$ cat config.mk
export PLATFORM = sky130hd
export DESIGN_NAME = dotproduct_sequencer
export DESIGN_NICKNAME = d
export VERILOG_FILES = /design/src/rtl/dotproduct_sequencer.sv
export SDC_FILE = /design/constraint.sdc
export NUM_CORES = 1
export LEC_CHECK = 0
export BUFFER_PORTS_ARGS = -buffer_cell sky130_fd_sc_hd__buf_2
export CAP_MARGIN = 20
export CELL_PAD_IN_SITES_DETAIL_PLACEMENT = 1
export CELL_PAD_IN_SITES_GLOBAL_PLACEMENT = 1
export CORE_MARGIN = 5
export CORE_UTILIZATION = 41
export CTS_CLUSTER_DIAMETER = 100
export CTS_CLUSTER_SIZE = 24
export DETAILED_ROUTE_END_ITERATION = 6
export HOLD_SLACK_MARGIN = 0.08
export PLACE_DENSITY_LB_ADDON = 0.1
export RECOVER_POWER = 50
export SLEW_MARGIN = 30
export SYNTH_ARGS = -nofsm -noshare
export SYNTH_HDL_FRONTEND = slang
export SYNTH_SLANG_ARGS = --single-unit
$ cat constraint.sdc
create_clock -name clk -period 4.65 [get_ports clk]
set_clock_uncertainty 0.15 [all_clocks]
set_input_delay 0.2325 -clock clk [delete_from_list [all_inputs] [get_ports clk]]
set_output_delay 0.2325 -clock clk [all_outputs]
set_load 0.1 [all_outputs]
$ cat src/rtl/dotproduct_sequencer.sv
// Control and feed sequencer for the dot-product datapath: CLEAR, LOAD, PREP, COMPUTE, DRAIN, DONE.
// Define DOTSEQ_ABORT_EN to add the abort input and the one-cycle ABORT cleanup state.
module dotproduct_sequencer #(
  parameter int Para_Deg         = 1,
  parameter int Data_Width_In    = 8,
  parameter int Data_Width_Out   = 16,
  parameter int Nums_SRAM_In     = 2,
  parameter int Nums_SRAM_Out    = 1,
  parameter int bits_Computation = 4,
  parameter int Nums_Computation = 1 << bits_Computation,
  parameter int Drain_Cycles     = 2
) (
  input  logic clk,
  input  logic reset,
  input  logic start,
  input  logic accumulate,
`ifdef DOTSEQ_ABORT_EN
  input  logic abort,
`endif
  input  logic in_valid,
  output logic in_ready,
  input  logic [Para_Deg*Data_Width_In-1:0] in_data_a,
  input  logic [Para_Deg*Data_Width_In-1:0] in_data_b,
  output logic busy,
  output logic done,
  output logic Mem_reset,
  output logic Comp_reset,
  output logic Mem_Index_reset,
  output logic PE_reset,
  output logic Computing,
  output logic load_old_output,
  output logic load_from_file,
  output logic [Nums_SRAM_In*Para_Deg*Data_Width_In-1:0] input_data_from_file,
  output logic [Nums_SRAM_Out*Para_Deg*Data_Width_Out-1:0] output_data_from_file
);

  localparam int IW = Nums_SRAM_In * Para_Deg * Data_Width_In;
  localparam int CW = bits_Computation;
  localparam logic [CW-1:0] CNT_LAST = CW'(Nums_Computation - 1);
  localparam logic [3:0] DRAIN_LAST = 4'(Drain_Cycles - 1);

`ifdef DOTSEQ_ABORT_EN
  typedef enum logic [2:0] {
    IDLE, CLEAR, LOAD, PREP, COMPUTE, DRAIN, DONE, ABORT
  } state_t;
`else
  typedef enum logic [2:0] {
    IDLE, CLEAR, LOAD, PREP, COMPUTE, DRAIN, DONE
  } state_t;
`endif

  state_t state;
  logic acc_q;
  logic load_last;
  logic [CW-1:0] beat_cnt;
  logic [CW-1:0] comp_cnt;
  logic [3:0] drain_cnt;

  assign output_data_from_file = '0;

  always_ff @(posedge clk or posedge reset) begin
    if (reset) begin
      state <= IDLE;
      acc_q <= 1'b0;
      load_last <= 1'b0;
      beat_cnt <= '0;
      comp_cnt <= '0;
      drain_cnt <= '0;
      in_ready <= 1'b0;
      busy <= 1'b0;
      done <= 1'b0;
      Mem_reset <= 1'b0;
      Comp_reset <= 1'b0;
      Mem_Index_reset <= 1'b0;
      PE_reset <= 1'b0;
      Computing <= 1'b0;
      load_old_output <= 1'b0;
      load_from_file <= 1'b0;
      input_data_from_file <= '0;
    end
`ifdef DOTSEQ_ABORT_EN
    else if (abort && state != IDLE) begin
      state <= ABORT;
      load_last <= 1'b0;
      in_ready <= 1'b0;
      done <= 1'b0;
      Mem_reset <= 1'b0;
      Comp_reset <= 1'b1;
      Mem_Index_reset <= 1'b1;
      PE_reset <= 1'b1;
      Computing <= 1'b0;
      load_old_output <= 1'b0;
      load_from_file <= 1'b0;
    end
`endif
    else begin
      // single-cycle strobes default low
      done <= 1'b0;
      Mem_reset <= 1'b0;
      Comp_reset <= 1'b0;
      Mem_Index_reset <= 1'b0;
      PE_reset <= 1'b0;
      load_from_file <= 1'b0;
      unique case (state)
        IDLE: begin
          if (start) begin
            state <= CLEAR;
            acc_q <= accumulate;
            busy <= 1'b1;
            Mem_reset <= ~accumulate;
            Comp_reset <= 1'b1;
            Mem_Index_reset <= 1'b1;
            PE_reset <= 1'b1;
          end
        end
        CLEAR: begin
          state <= LOAD;
          in_ready <= 1'b1;
          beat_cnt <= '0;
          load_last <= 1'b0;
        end
        LOAD: begin
          if (in_valid && in_ready) begin
            load_from_file <= 1'b1;
            input_data_from_file <= IW'({in_data_b, in_data_a});
            beat_cnt <= beat_cnt + 1'b1;
            if (beat_cnt == CNT_LAST) begin
              in_ready <= 1'b0;
              load_last <= 1'b1;
            end
          end else if (load_last) begin
            // last beat's write cycle is done
            state <= PREP;
            load_last <= 1'b0;
            Comp_reset <= 1'b1;
            Mem_Index_reset <= 1'b1;
            PE_reset <= 1'b1;
            load_old_output <= acc_q;
          end
        end
        PREP: begin
          state <= COMPUTE;
          Computing <= 1'b1;
          comp_cnt <= '0;
        end
        COMPUTE: begin
          comp_cnt <= comp_cnt + 1'b1;
          if (comp_cnt == CNT_LAST) begin
            state <= DRAIN;
            Computing <= 1'b0;
            drain_cnt <= '0;
          end
        end
        DRAIN: begin
          drain_cnt <= drain_cnt + 1'b1;
          if (drain_cnt == DRAIN_LAST) begin
            state <= DONE;
            done <= 1'b1;
            busy <= 1'b0;
            load_old_output <= 1'b0;
          end
        end
        DONE: begin
          state <= IDLE;
        end
`ifdef DOTSEQ_ABORT_EN
        ABORT: begin
          state <= IDLE;
          busy <= 1'b0;
        end
`endif
        default: begin
          state <= IDLE;
        end
      endcase
    end
  end

endmodule

# Word-level counts from Yosys, hierarchy flattened
# Cells that the tools add are included.
word_totals:
  ff_bits: 41
  input_bits: 21
classes:
  n_addsub: 3
  eq_ne: 16
  mux: 35
  bitwise: 1
  reduce_logical: 17
op_table:
  columns: ["op", "count"]
  rows:
  - ["one-hot mux 4 bit (2 select lines)", 3]
  - ["two-way mux 1 bit", 18]
  - ["one-hot mux 3 bit (6 select lines)", 1]
  - ["two-way mux 3 bit", 5]
  - ["inequality test 2 bit (second input constant)", 7]
  - ["adder 4 x 1 -> 4 bit (second input constant)", 3]
  - ["one-hot mux 1 bit (2 select lines)", 6]
  - ["AND reduction 2 bit", 6]
  - ["nonzero test 2 bit", 5]
  - ["== test 4 bit (second input constant)", 2]
  - ["two-way mux 4 bit", 2]
  - ["== test 3 x 2 -> 1 bit (second input constant)", 2]
  - ["== test 3 bit (second input constant)", 2]
  - ["AND reduction 3 bit", 2]
  - ["AND reduction 5 bit", 1]
  - ["== test 4 x 1 -> 1 bit (second input constant)", 1]
  - ["AND reduction 4 bit", 1]
  - ["== test 3 x 1 -> 1 bit (second input constant)", 1]
  - ["zero test 3 bit", 1]
  - ["inequality test 3 bit (second input constant)", 1]
  - ["logical AND 1 bit", 1]
  - ["inverter 1 bit", 1]

# Longest topological paths before layout
logic_depth:
  ltp_word: 4
  depth_mapped: 5
  ltp_nobuf: 5

# Least setup slack after synthesis
# Ideal clock, no wire load.
synth_path:
  path_kind: "register to register"
  start: "register in_ready"
  end: "register input_data_from_file[0]"
  arrival_time_ps: 1973
  t_required_ps: 4374
  slack_ps: 2402
  stages_incl_launch_ff: 5
  period_less_slack_ps: 2248
  cell_sequence: "dfrtp_1 -> and2_2 -> nand3_2 -> clkbuf_8 -> mux2_2"
synth_via:
  elab_chain_cells: 2
synth_lines:
  columns: ["element", "line_no", "rtl"]
  rows:
  - ["start: declaration", "21", "output logic in_ready,"]
  - ["start signal: assignment", "69", "in_ready <= 1'b0;"]
  - ["start signal: assignment", "118", "in_ready <= 1'b1;"]
  - ["start signal: assignment", "128", "in_ready <= 1'b0;"]
  - ["logical AND 1 bit", "123", "if (in_valid && in_ready) begin"]
  - ["AND reduction 2 bit (no source line)", null, null]
  - ["end signal: assignment", "125", "input_data_from_file <= IW'({in_data_b, in_data_a});"]
  - ["end: declaration", "33", "output logic [Nums_SRAM_In*Para_Deg*Data_Width_In-1:0] input_data_from_file,"]
# Every way passes these cells.
# A chain may end at the register's enable or synchronous reset.

==> run summary <==
Syn-to-layout area delta: 23.6%
Hold EP: Mem_reset
R2R setup slack: 2.54 ns
Setup TNS: 0 ns
critical path required time: 4.46 ns
GPL Wtd Cong: 0.842
FF-to-FF End: input_data_from_file[15]
DRC viols: 0
CP startpoint kind: input pin
CTS H-tree depth: 2
core area: 0.00472 sq mm
Yosys cell types: 45
hold depth: 3
die height: 79.7 um
Buffers on Ports: 46
largest net degree at the start of global routing: 42
Hold Path Class: input pin to register
Slew Limit Headroom: -44.2%
ANT cells: 0
post-DP HPWL: 3460 um
Root Driver: clkbuf_8
final hold violations: 0
width of the die: 79.7 um
worst-margin pin slew: 2.16 ns
fin crit share: 57.3%
Initial DRC Count: 41
CTS Buf Count: 5
total gr overflow: 0
Final Max Tran Viols: 42
CP arrival: 2.47 ns
number of synthesized flops with an enable pin: 0
GRT Resource Usage Total: 16.5%
Vias/cell: 5.02
Synth Register Bits: 41
IO Pins: 63
share of cells above drive strength 1: 25.6%
Cell Area, Synth: 0.00199 sq mm
FF-to-FF path depth: 3
total vias in the final route: 1551
Ys Warns: 0
crit end category: async pin
number of global-route vias before repair: 1677
worst flop-to-flop path startpoint: state[2]
max cap viols: 1
Final Setup Violations: 0
Nets: 267
Post-CTS Resized: 0
drt first pass iters: 4
Clk Latency, worst-skew pair: 0.29 ns
Die Area: 0.00635 sq mm
TritonCTS clock tree: built
post-synthesis sequential area ratio: 51.5%
min-delay src: start
clock period minus worst slack: 2.66 ns
initial antenna violation count: 0
predominant post-synthesis flop cell: dfrtp_1
Post-CTS Setup Bufs: 0
kind of critical path: input pin to async pin
Initial Utilization: 42.2%
failing checks: capacitance limit, slew limit
Post-DRT Antenna Nets: 0
Hold WS: 0.140 ns
Syn Inst Count: 179
async set or reset register ratio after synthesis: 100%
clk buf depth: 2
wire per inst: 15.5 um
RSZ-0062 raised after global routing: false
total wire length: 4790 um
status: complete, but fails checks
CP max FO: 41
Syn Area/Cell: 11.1 sq um
Worst-path clk slew: 0.07 ns
clock sinks: 41
Rows: 25
Max Clk Rate: 376 MHz
first-pass GRT wire length: 8110 um
-- layout by cell type (no fill, tap or decap), drive strengths merged, types with 2 or more instances in the layout --
cell / count
a2111oi: 2
a21oi: 8
a31oi: 3
a32oi: 2
buf: 34
clkbuf: 18
conb: 16
dfrtp: 41
dlygate4sd3: 18
ha: 4
inv: 7
mux2: 17
mux2i: 2
nand2: 4
nand2b: 3
nand3: 6
nand3b: 2
nor2: 13
nor2b: 2
nor3: 2
o21ai: 13
o22ai: 2
or3b: 2
xor2: 2
-- area by class of cell --
cell class	instances	area [sq um]
clock buffers	5	68.8
clock inverters	2	35.0
fillers	547	2260
inverters	7	26.3
multi-input cells	122	823
flip-flops and latches	41	1030
well taps	67	83.8
repair buffers	65	399
-- cell families after synthesis --
kind of cell,Yosys count,synth area share (%)
DFF,41,51.5
and+or+nand+nor,41,11.4
AOI/OAI and AO/OA,40,12.9
buffers and inverters,31,9.99
muxes,19,10.6
adders and majority gates,4,2.51
xor gates and xnor gates,2,0.880
other,1,0.188
-- sequential cells by signal, indices dropped and copies added, names as in the netlist, 3 cells and up --
signal                count
input_data_from_file     16
beat_cnt                  4
comp_cnt                  4
state                     3
drain_cnt                 4
-- how the worst max path moves through the flow --
stage	start	endpoint	slack (ns)	depth (start not counted)
floorplan	in_ready	input_data_from_file[0]	2.40	4
finish	reset	input_data_from_file[2]	1.99	4
global placement	state[2]	input_data_from_file[7]	2.68	3
global route	reset	state[1]	1.42	4
detailed placement	state[2]	input_data_from_file[12]	2.55	3
CTS	state[2]	input_data_from_file[12]	2.53	3
-- stage by stage --
stage	util (%)	cell area (sq um)	worst slack, ns	cells
after floorplan	-	2050	2.40	194
after global placement	46.5	2200	2.68	284
after CTS	52.5	2480	2.53	309
final	52.1	2460	1.99	309
after global routing	52.1	2460	1.42	309
after detailed placement	46.5	2200	2.55	284
-- synth_stat cells (all sizes together) (2+ instances only) --
cell	count	share of area, %
a2111oi	2	0.88
a21oi	8	2.0
a31oi	3	0.94
a32oi	2	0.88
buf	22	7.7
clkbuf	2	0.94
dfrtp	41	52
ha	4	2.5
inv	7	1.3
mux2	17	9.6
mux2i	2	1.0
nand2	4	0.75
nand2b	3	0.94
nand3	6	1.8
nand3b	2	0.75
nor2	13	2.4
nor2b	2	0.63
nor3	2	0.50
o21ai	13	3.3
o22ai	2	0.63
or3b	2	0.88
xor2	2	0.88
-- layer usage --
metal	vias up	GRT usage (%)	share of wire, %
met4	0	5.50	2.2
met2	38	30.7	55
met5	-	0	0
met3	9	4.06	3.7
li1	721	-	-
met1	783	18.1	40
-- worst max-delay path, stage by stage --
cell and delay, ns:
dlygate4sd3_1 0.53, buf_2 0.12, inv_1 0.04, clkbuf_1 1.54
-- timing repair --
action,CTS,global route
hold buffers,18,0
hold endpoints to repair,59,0
setup endpoints to repair,0,0
Power is not shown: default switching activity piles up to over one toggle a cycle in this logic, so the estimate is an artifact.
